### config.mk
export PLATFORM = sky130hd
export DESIGN_NAME = simd_frac_align_pipe_flat
export DESIGN_NICKNAME = d
export VERILOG_FILES = /design/src/rtl/simd_frac_align_pipe_if.sv /design/src/rtl/simd_frac_align_pipe.sv /design/src/flat_wrapper.sv
export SDC_FILE = /design/constraint.sdc
export NUM_CORES = 1
export LEC_CHECK = 0
export ABC_CLOCK_PERIOD_IN_PS = 2800
export BUFFER_PORTS_ARGS = -buffer_cell sky130_fd_sc_hd__buf_4
export CORE_AREA = 2 2 130 132
export DETAILED_ROUTE_END_ITERATION = 10
export DIE_AREA = 0 0 132 134
export GPL_TIMING_DRIVEN = 0
export PLACE_DENSITY = 0.75
export SYNTH_ARGS = -nofsm -noshare
export SYNTH_HDL_FRONTEND = slang
export SYNTH_SLANG_ARGS = --single-unit
### constraint.sdc
create_clock -name clk -period 2.8 [get_ports clk]
set_clock_uncertainty 0.05 [all_clocks]
set_input_delay 0.56 -clock clk [delete_from_list [all_inputs] [get_ports clk]]
set_output_delay 0.56 -clock clk [all_outputs]
set_load 0.1 [all_outputs]
### src/rtl/simd_frac_align_pipe_if.sv
// Valid/ready bus for the SIMD leading-one detector / fraction aligner.
// The master side feeds operands and drains results; the slave side is the pipeline.
interface simd_frac_align_pipe_if #(
  parameter int unsigned N     = 32,
  parameter int unsigned LGN   = 5,
  parameter int unsigned TAG_W = 4
);
  logic             in_valid;
  logic             in_ready;
  logic [1:0]       in_mode;
  logic [N-1:0]     in_a;
  logic [TAG_W-1:0] in_tag;
  logic             out_valid;
  logic             out_ready;
  logic [N-1:0]     out_frac;
  logic [4*LGN-1:0] out_pos;
  logic [3:0]       out_zero;
  logic [1:0]       out_mode;
  logic             out_err;
  logic [TAG_W-1:0] out_tag;

  modport master (
    output in_valid, in_mode, in_a, in_tag, out_ready,
    input  in_ready, out_valid, out_frac, out_pos, out_zero, out_mode, out_err, out_tag
  );

  modport slave (
    input  in_valid, in_mode, in_a, in_tag, out_ready,
    output in_ready, out_valid, out_frac, out_pos, out_zero, out_mode, out_err, out_tag
  );
endinterface

### src/rtl/simd_frac_align_pipe.sv
// Two-stage SIMD leading-one detector and fraction aligner (1, 2 or 4 lanes per word).
// Stage 1 finds per-lane leading-one positions; stage 2 left-aligns each lane.
module simd_frac_align_pipe #(
  parameter int unsigned N     = 32,
  parameter int unsigned LGN   = 5,
  parameter int unsigned TAG_W = 4
) (
  input logic                    clk,
  input logic                    rst_n,
  simd_frac_align_pipe_if.slave  bus
);

  // {found, position} of the highest set bit within the low w bits of v.
  function automatic logic [LGN:0] lead_one(input logic [N-1:0] v, input int unsigned w);
    logic [LGN:0] r;
    r = '0;
    for (int unsigned b = 0; b < N; b++) begin
      if (b < w && v[b]) r = {1'b1, LGN'(b)};
    end
    return r;
  endfunction

  logic             s1_valid_q, s2_valid_q;
  logic             s1_adv, s2_adv;
  logic [1:0]       in_eff_mode, s1_eff_mode;
  logic [LGN:0]     lo;
  logic [N-1:0]     sh;
  logic [4*LGN-1:0] s1_pos_d, s1_pos_q, s2_pos_q;
  logic [3:0]       s1_zero_d, s1_zero_q, s2_zero_q;
  logic [N-1:0]     s1_a_q, s2_frac_d, s2_frac_q;
  logic [1:0]       s1_mode_q, s2_mode_q;
  logic [TAG_W-1:0] s1_tag_q, s2_tag_q;
  logic             s2_err_q;

  assign s2_adv       = !s2_valid_q || bus.out_ready;
  assign s1_adv       = !s1_valid_q || s2_adv;
  assign bus.in_ready = s1_adv;

  // Reserved mode 3 is processed as a single full-width lane.
  assign in_eff_mode = (bus.in_mode == 2'd3) ? 2'd0 : bus.in_mode;
  assign s1_eff_mode = (s1_mode_q == 2'd3) ? 2'd0 : s1_mode_q;

  always_comb begin
    s1_pos_d  = '0;
    s1_zero_d = '0;
    lo        = '0;
    case (in_eff_mode)
      2'd1: begin
        for (int i = 0; i < 2; i++) begin
          lo = lead_one(bus.in_a >> (i * (N / 2)), N / 2);
          s1_pos_d[i*LGN +: LGN] = lo[LGN-1:0];
          s1_zero_d[i]           = !lo[LGN];
        end
      end
      2'd2: begin
        for (int i = 0; i < 4; i++) begin
          lo = lead_one(bus.in_a >> (i * (N / 4)), N / 4);
          s1_pos_d[i*LGN +: LGN] = lo[LGN-1:0];
          s1_zero_d[i]           = !lo[LGN];
        end
      end
      default: begin
        lo           = lead_one(bus.in_a, N);
        s1_pos_d[LGN-1:0] = lo[LGN-1:0];
        s1_zero_d[0] = !lo[LGN];
      end
    endcase
  end

  // Bits above a lane shift out of its slice, so no masking is needed.
  always_comb begin
    s2_frac_d = '0;
    sh        = '0;
    case (s1_eff_mode)
      2'd1: begin
        for (int i = 0; i < 2; i++) begin
          sh = (s1_a_q >> (i * (N / 2))) << (LGN'(N / 2 - 1) - s1_pos_q[i*LGN +: LGN]);
          s2_frac_d[i*(N/2) +: N/2] = sh[N/2-1:0];
        end
      end
      2'd2: begin
        for (int i = 0; i < 4; i++) begin
          sh = (s1_a_q >> (i * (N / 4))) << (LGN'(N / 4 - 1) - s1_pos_q[i*LGN +: LGN]);
          s2_frac_d[i*(N/4) +: N/4] = sh[N/4-1:0];
        end
      end
      default: begin
        sh        = s1_a_q << (LGN'(N - 1) - s1_pos_q[LGN-1:0]);
        s2_frac_d = sh;
      end
    endcase
  end

  always_ff @(posedge clk or negedge rst_n) begin
    if (!rst_n) begin
      s1_valid_q <= 1'b0;
      s1_pos_q   <= '0;
      s1_zero_q  <= '0;
      s1_a_q     <= '0;
      s1_mode_q  <= '0;
      s1_tag_q   <= '0;
    end else if (s1_adv) begin
      s1_valid_q <= bus.in_valid;
      if (bus.in_valid) begin
        s1_pos_q  <= s1_pos_d;
        s1_zero_q <= s1_zero_d;
        s1_a_q    <= bus.in_a;
        s1_mode_q <= bus.in_mode;
        s1_tag_q  <= bus.in_tag;
      end
    end
  end

  always_ff @(posedge clk or negedge rst_n) begin
    if (!rst_n) begin
      s2_valid_q <= 1'b0;
      s2_frac_q  <= '0;
      s2_pos_q   <= '0;
      s2_zero_q  <= '0;
      s2_mode_q  <= '0;
      s2_err_q   <= 1'b0;
      s2_tag_q   <= '0;
    end else if (s2_adv) begin
      s2_valid_q <= s1_valid_q;
      if (s1_valid_q) begin
        s2_frac_q <= s2_frac_d;
        s2_pos_q  <= s1_pos_q;
        s2_zero_q <= s1_zero_q;
        s2_mode_q <= s1_mode_q;
        s2_err_q  <= (s1_mode_q == 2'd3);
        s2_tag_q  <= s1_tag_q;
      end
    end
  end

  assign bus.out_valid = s2_valid_q;
  assign bus.out_frac  = s2_frac_q;
  assign bus.out_pos   = s2_pos_q;
  assign bus.out_zero  = s2_zero_q;
  assign bus.out_mode  = s2_mode_q;
  assign bus.out_err   = s2_err_q;
  assign bus.out_tag   = s2_tag_q;

endmodule

### src/flat_wrapper.sv
// flat-port wrapper written by rule: the top's interface ports become plain ports
module simd_frac_align_pipe_flat 
#(
  parameter int unsigned N     = 32,
  parameter int unsigned LGN   = 5,
  parameter int unsigned TAG_W = 4
)
  (clk, rst_n, bus_in_valid, bus_in_mode, bus_in_a, bus_in_tag, bus_out_ready, bus_in_ready, bus_out_valid, bus_out_frac, bus_out_pos, bus_out_zero, bus_out_mode, bus_out_err, bus_out_tag);
  simd_frac_align_pipe_if #(.N(N), .LGN(LGN), .TAG_W(TAG_W)) bus_i ();
  input logic clk;
  input logic rst_n;
  input wire logic [$bits(bus_i.in_valid)-1:0] bus_in_valid;
  input wire logic [$bits(bus_i.in_mode)-1:0] bus_in_mode;
  input wire logic [$bits(bus_i.in_a)-1:0] bus_in_a;
  input wire logic [$bits(bus_i.in_tag)-1:0] bus_in_tag;
  input wire logic [$bits(bus_i.out_ready)-1:0] bus_out_ready;
  output wire logic [$bits(bus_i.in_ready)-1:0] bus_in_ready;
  output wire logic [$bits(bus_i.out_valid)-1:0] bus_out_valid;
  output wire logic [$bits(bus_i.out_frac)-1:0] bus_out_frac;
  output wire logic [$bits(bus_i.out_pos)-1:0] bus_out_pos;
  output wire logic [$bits(bus_i.out_zero)-1:0] bus_out_zero;
  output wire logic [$bits(bus_i.out_mode)-1:0] bus_out_mode;
  output wire logic [$bits(bus_i.out_err)-1:0] bus_out_err;
  output wire logic [$bits(bus_i.out_tag)-1:0] bus_out_tag;
  assign bus_i.in_valid = bus_in_valid;
  assign bus_i.in_mode = bus_in_mode;
  assign bus_i.in_a = bus_in_a;
  assign bus_i.in_tag = bus_in_tag;
  assign bus_i.out_ready = bus_out_ready;
  assign bus_in_ready = bus_i.in_ready;
  assign bus_out_valid = bus_i.out_valid;
  assign bus_out_frac = bus_i.out_frac;
  assign bus_out_pos = bus_i.out_pos;
  assign bus_out_zero = bus_i.out_zero;
  assign bus_out_mode = bus_i.out_mode;
  assign bus_out_err = bus_i.out_err;
  assign bus_out_tag = bus_i.out_tag;
  simd_frac_align_pipe #(.N(N), .LGN(LGN), .TAG_W(TAG_W)) u_core (.clk(clk), .rst_n(rst_n), .bus(bus_i));
endmodule
==> results.sh <==
export IMPL_status="finished clean"
export IMPL_worst_setup_path_type="reg2reg"
export IMPL_p_per_area_mw_per_mm2=907
export IMPL_fin_crit_sh_pct=88.5
export IMPL_place_gp_congestion=0.962
export IMPL_synthAdderAreaFrac_pct=0.783
export IMPL_crit_fanout=10
export IMPL_clock_fmax_mhz=404
export IMPL_hold_class="in2async"
export IMPL_ant_nets=0
export IMPL_die_area_mm2=0.0177
export IMPL_cts_setup_buffers=0
export IMPL_port_buffers=101
export IMPL_ctsResizeCount=0
export IMPL_htree_levels=4
export IMPL_synth_most_common_cell="nand2_1"
export IMPL_synth_simple_area_share_pct=21.0
export IMPL_synth_area_leaders="dfrtp_1, nand2_1, mux2i_1, o21ai_0, mux4_2"
export IMPL_vias_per_cell=5.90
export IMPL_ir_worst_vdd_uv=743
export IMPL_ys_seq_area_share_pct=36.6
export IMPL_wl_met3_um=2080
export IMPL_synthMuxAreaShare_pct=18.5
export IMPL_clk_pin_slew_ps=60
export IMPL_tritoncts="built"
export IMPL_synth_area_mm2=0.00799
export IMPL_synth_top_family_by_area="simple AND/OR/NAND/NOR gates"
export IMPL_synth_cell_types=60
export IMPL_required_ps=3030
export IMPL_synth_edf_count=0
export IMPL_startpoint_type="flop"
export IMPL_chipHeight_um=134
export IMPL_synth_top_area_share_pct=36.6
export IMPL_final_setup_viol_count=0
export IMPL_wl_met2_um=12100
export IMPL_ioPinCount=107
export IMPL_rows=47
export IMPL_post_dp_hpwl_um=20200
export IMPL_worst_slew_pin_slew_ps=682
export IMPL_cts_sinks=117
export IMPL_drtPass1Iterations=7
export IMPL_wl_um=26100
export IMPL_ys_warn_count=0
export IMPL_ys_seq_elements=117
export IMPL_clk_latency_ps=420
export IMPL_placed_area_mm2=0.00908
export IMPL_vias=7747
export IMPL_synthCells=956
export IMPL_grt_max_degree=69
export IMPL_synth_largest_area_cell="dfrtp_1"
export IMPL_drc=0
export IMPL_end_kind="flop"
export IMPL_core_mm2=0.0163
export IMPL_fin_tns_setup_ps=0
export IMPL_drv_slew=0
export IMPL_p_leak_nw=4.51
export IMPL_fp_dieW_um=132
export IMPL_grt_pass1_wl_um=41300
export IMPL_syn2layout_area_growth_pct=21.7
export IMPL_track_usage_pct=30.1
export IMPL_grt_overflow=0
export IMPL_ctsRootBufferMaster="clkbuf_16"
export IMPL_p_total_w=0.00882
export IMPL_avgSynthCellArea_um2=8.36
export IMPL_synth_compound_area_share_pct=16.7
export IMPL_hold_viol=0
export IMPL_top_layer_used="met4"
export IMPL_fin_hold_ws_ps=4.68
export IMPL_synthXorXnorAreaFrac_pct=0
export IMPL_antennaDiodeCount=0
export IMPL_fin_nets=1128
export IMPL_setup_slack_ps=322
export IMPL_layout_drive_gt1_share_pct=19.2
export IMPL_seq_area_mm2=0.00293
export IMPL_cp_arrival_ps=2710
export IMPL_max_cap_viol_count=0
export IMPL_holdBufCountCts=0
export IMPL_clockBufferDepth=2
export IMPL_drt_iter0_markers=842
export IMPL_rsz0062_at_grt="no"
export IMPL_synthFlopType="dfrtp_1"
export IMPL_post_drt_wl_per_cell_um=19.9
export IMPL_fin_area_mm2=0.00972
export IMPL_grt_pass1_vias=7282
export IMPL_synthArstFlopShare_pct=100
export IMPL_cts_buffers=17
export IMPL_start_util_pct=49.1
export IMPL_fillers=1495
export IMPL_dp_slack_ps=146
export IMPL_slew_headroom_pct=53.4
export IMPL_wl_met1_um=11100
export IMPL_antenna_found_initial=0
export IMPL_post_route_min_period_ps=2480
export IMPL_multi_input_area_mm2=0.00457
export IMPL_yosys_top_cells_count="nand2_1, dfrtp_1, o21ai_0"
final timing paths:
path,start,slack [ps],cells past startpoint,to
min in group clk,bus_in_tag[2],270,3,u_core.s1_tag_q[2]
hold / removal,rst_n,5,1,u_core.bus.out_frac[2]
max in group asynchronous,rst_n,2000,2,u_core.s1_a_q[25]
hold reg to reg,u_core.s1_zero_q[3],420,2,u_core.bus.out_zero[3]
setup reg to reg,u_core.s1_pos_q[1],320,8,u_core.bus.out_frac[21]
setup / recovery,u_core.s1_pos_q[1],320,8,u_core.bus.out_frac[21]
placed cells by master, fill, tap and decap left out, drive strengths merged, types with 5 or more instances in the layout:
| master | instances |
|---|---|
| dfrtp | 117 |
| bufinv | 5 |
| mux2i | 62 |
| o22ai | 10 |
| o21a | 7 |
| clkinv | 5 |
| nand3 | 16 |
| nand2 | 261 |
| nor3 | 16 |
| nor2b | 12 |
| mux4 | 25 |
| buf | 141 |
| nor2 | 61 |
| nor4 | 6 |
| a31oi | 10 |
| a211oi | 6 |
| o31ai | 5 |
| and2 | 8 |
| ha | 5 |
| clkbuf | 58 |
| a221oi | 6 |
| inv | 26 |
| o221ai | 7 |
| nand2b | 7 |
| or4 | 5 |
| o21ai | 86 |
| a21oi | 48 |
| mux2 | 23 |
| conb | 5 |
report_power, final:
group	internal, W	leakage [nW]	switching [W]
Combinational	0.00117	2.73	0.00301
Clock	0.00160	0.309	0.000801
Sequential	0.00199	1.46	0.000248
Total	0.00476	4.51	0.00406
through the flow:
stage / util, % / instances
final: 59.7 / 1314
after global routing: 59.7 / 1314
after CTS: 59.7 / 1314
after detailed placement: 55.7 / 1282
after global placement: 55.5 / 1281
after floorplan: - / 960
worst max-delay path, stage by stage, from the launching register on:
cell and delay (ps):
dfrtp_1 350, buf_2 170, inv_2 130, clkbuf_1 450, nand2_1 90, o21ai_0 140
mux2i_1 240, a211oi_1 580, o31ai_1 140
cell type report:
cell class | count | share of cell area [%]
repair buffers | 102 | 8.12
well taps | 220 | 2.83
clock buffers | 19 | 4.55
plain buffers | 78 | 4.21
multi-input cells | 739 | 47.0
clock inverters | 13 | 2.11
inverters | 26 | 1.00
flip-flops and latches | 117 | 30.1
sequential cells by signal, indices dropped and copies added (netlist names), 4 cells and up:
register	count
u_core.bus.out_tag	4
u_core.s1_a_q	32
u_core.s1_pos_q	15
u_core.s1_tag_q	4
u_core.bus.out_zero	4
u_core.bus.out_frac	32
u_core.bus.out_pos	15
u_core.s1_zero_q	4
layer usage:
layer	GRT usage (%)	vias up
met3	5.74	58
met1	40.9	3645
met2	48.0	437
li1	-	3607
met5	0	-
met4	11.3	0
logic make-up (layout without fill, tap and decap cells):
kind of cell | after synthesis | after routing
adder cells (fa/ha/maj) | 5 | 5
AO/OA/AOI/OAI | 218 | 218
flip-flops | 117 | 117
AND/OR/NAND/NOR | 401 | 401
buffers and inverters | 104 | 238
other | 1 | 5
multiplexers | 110 | 110
Note: power is estimated with default switching activity, not from simulation.
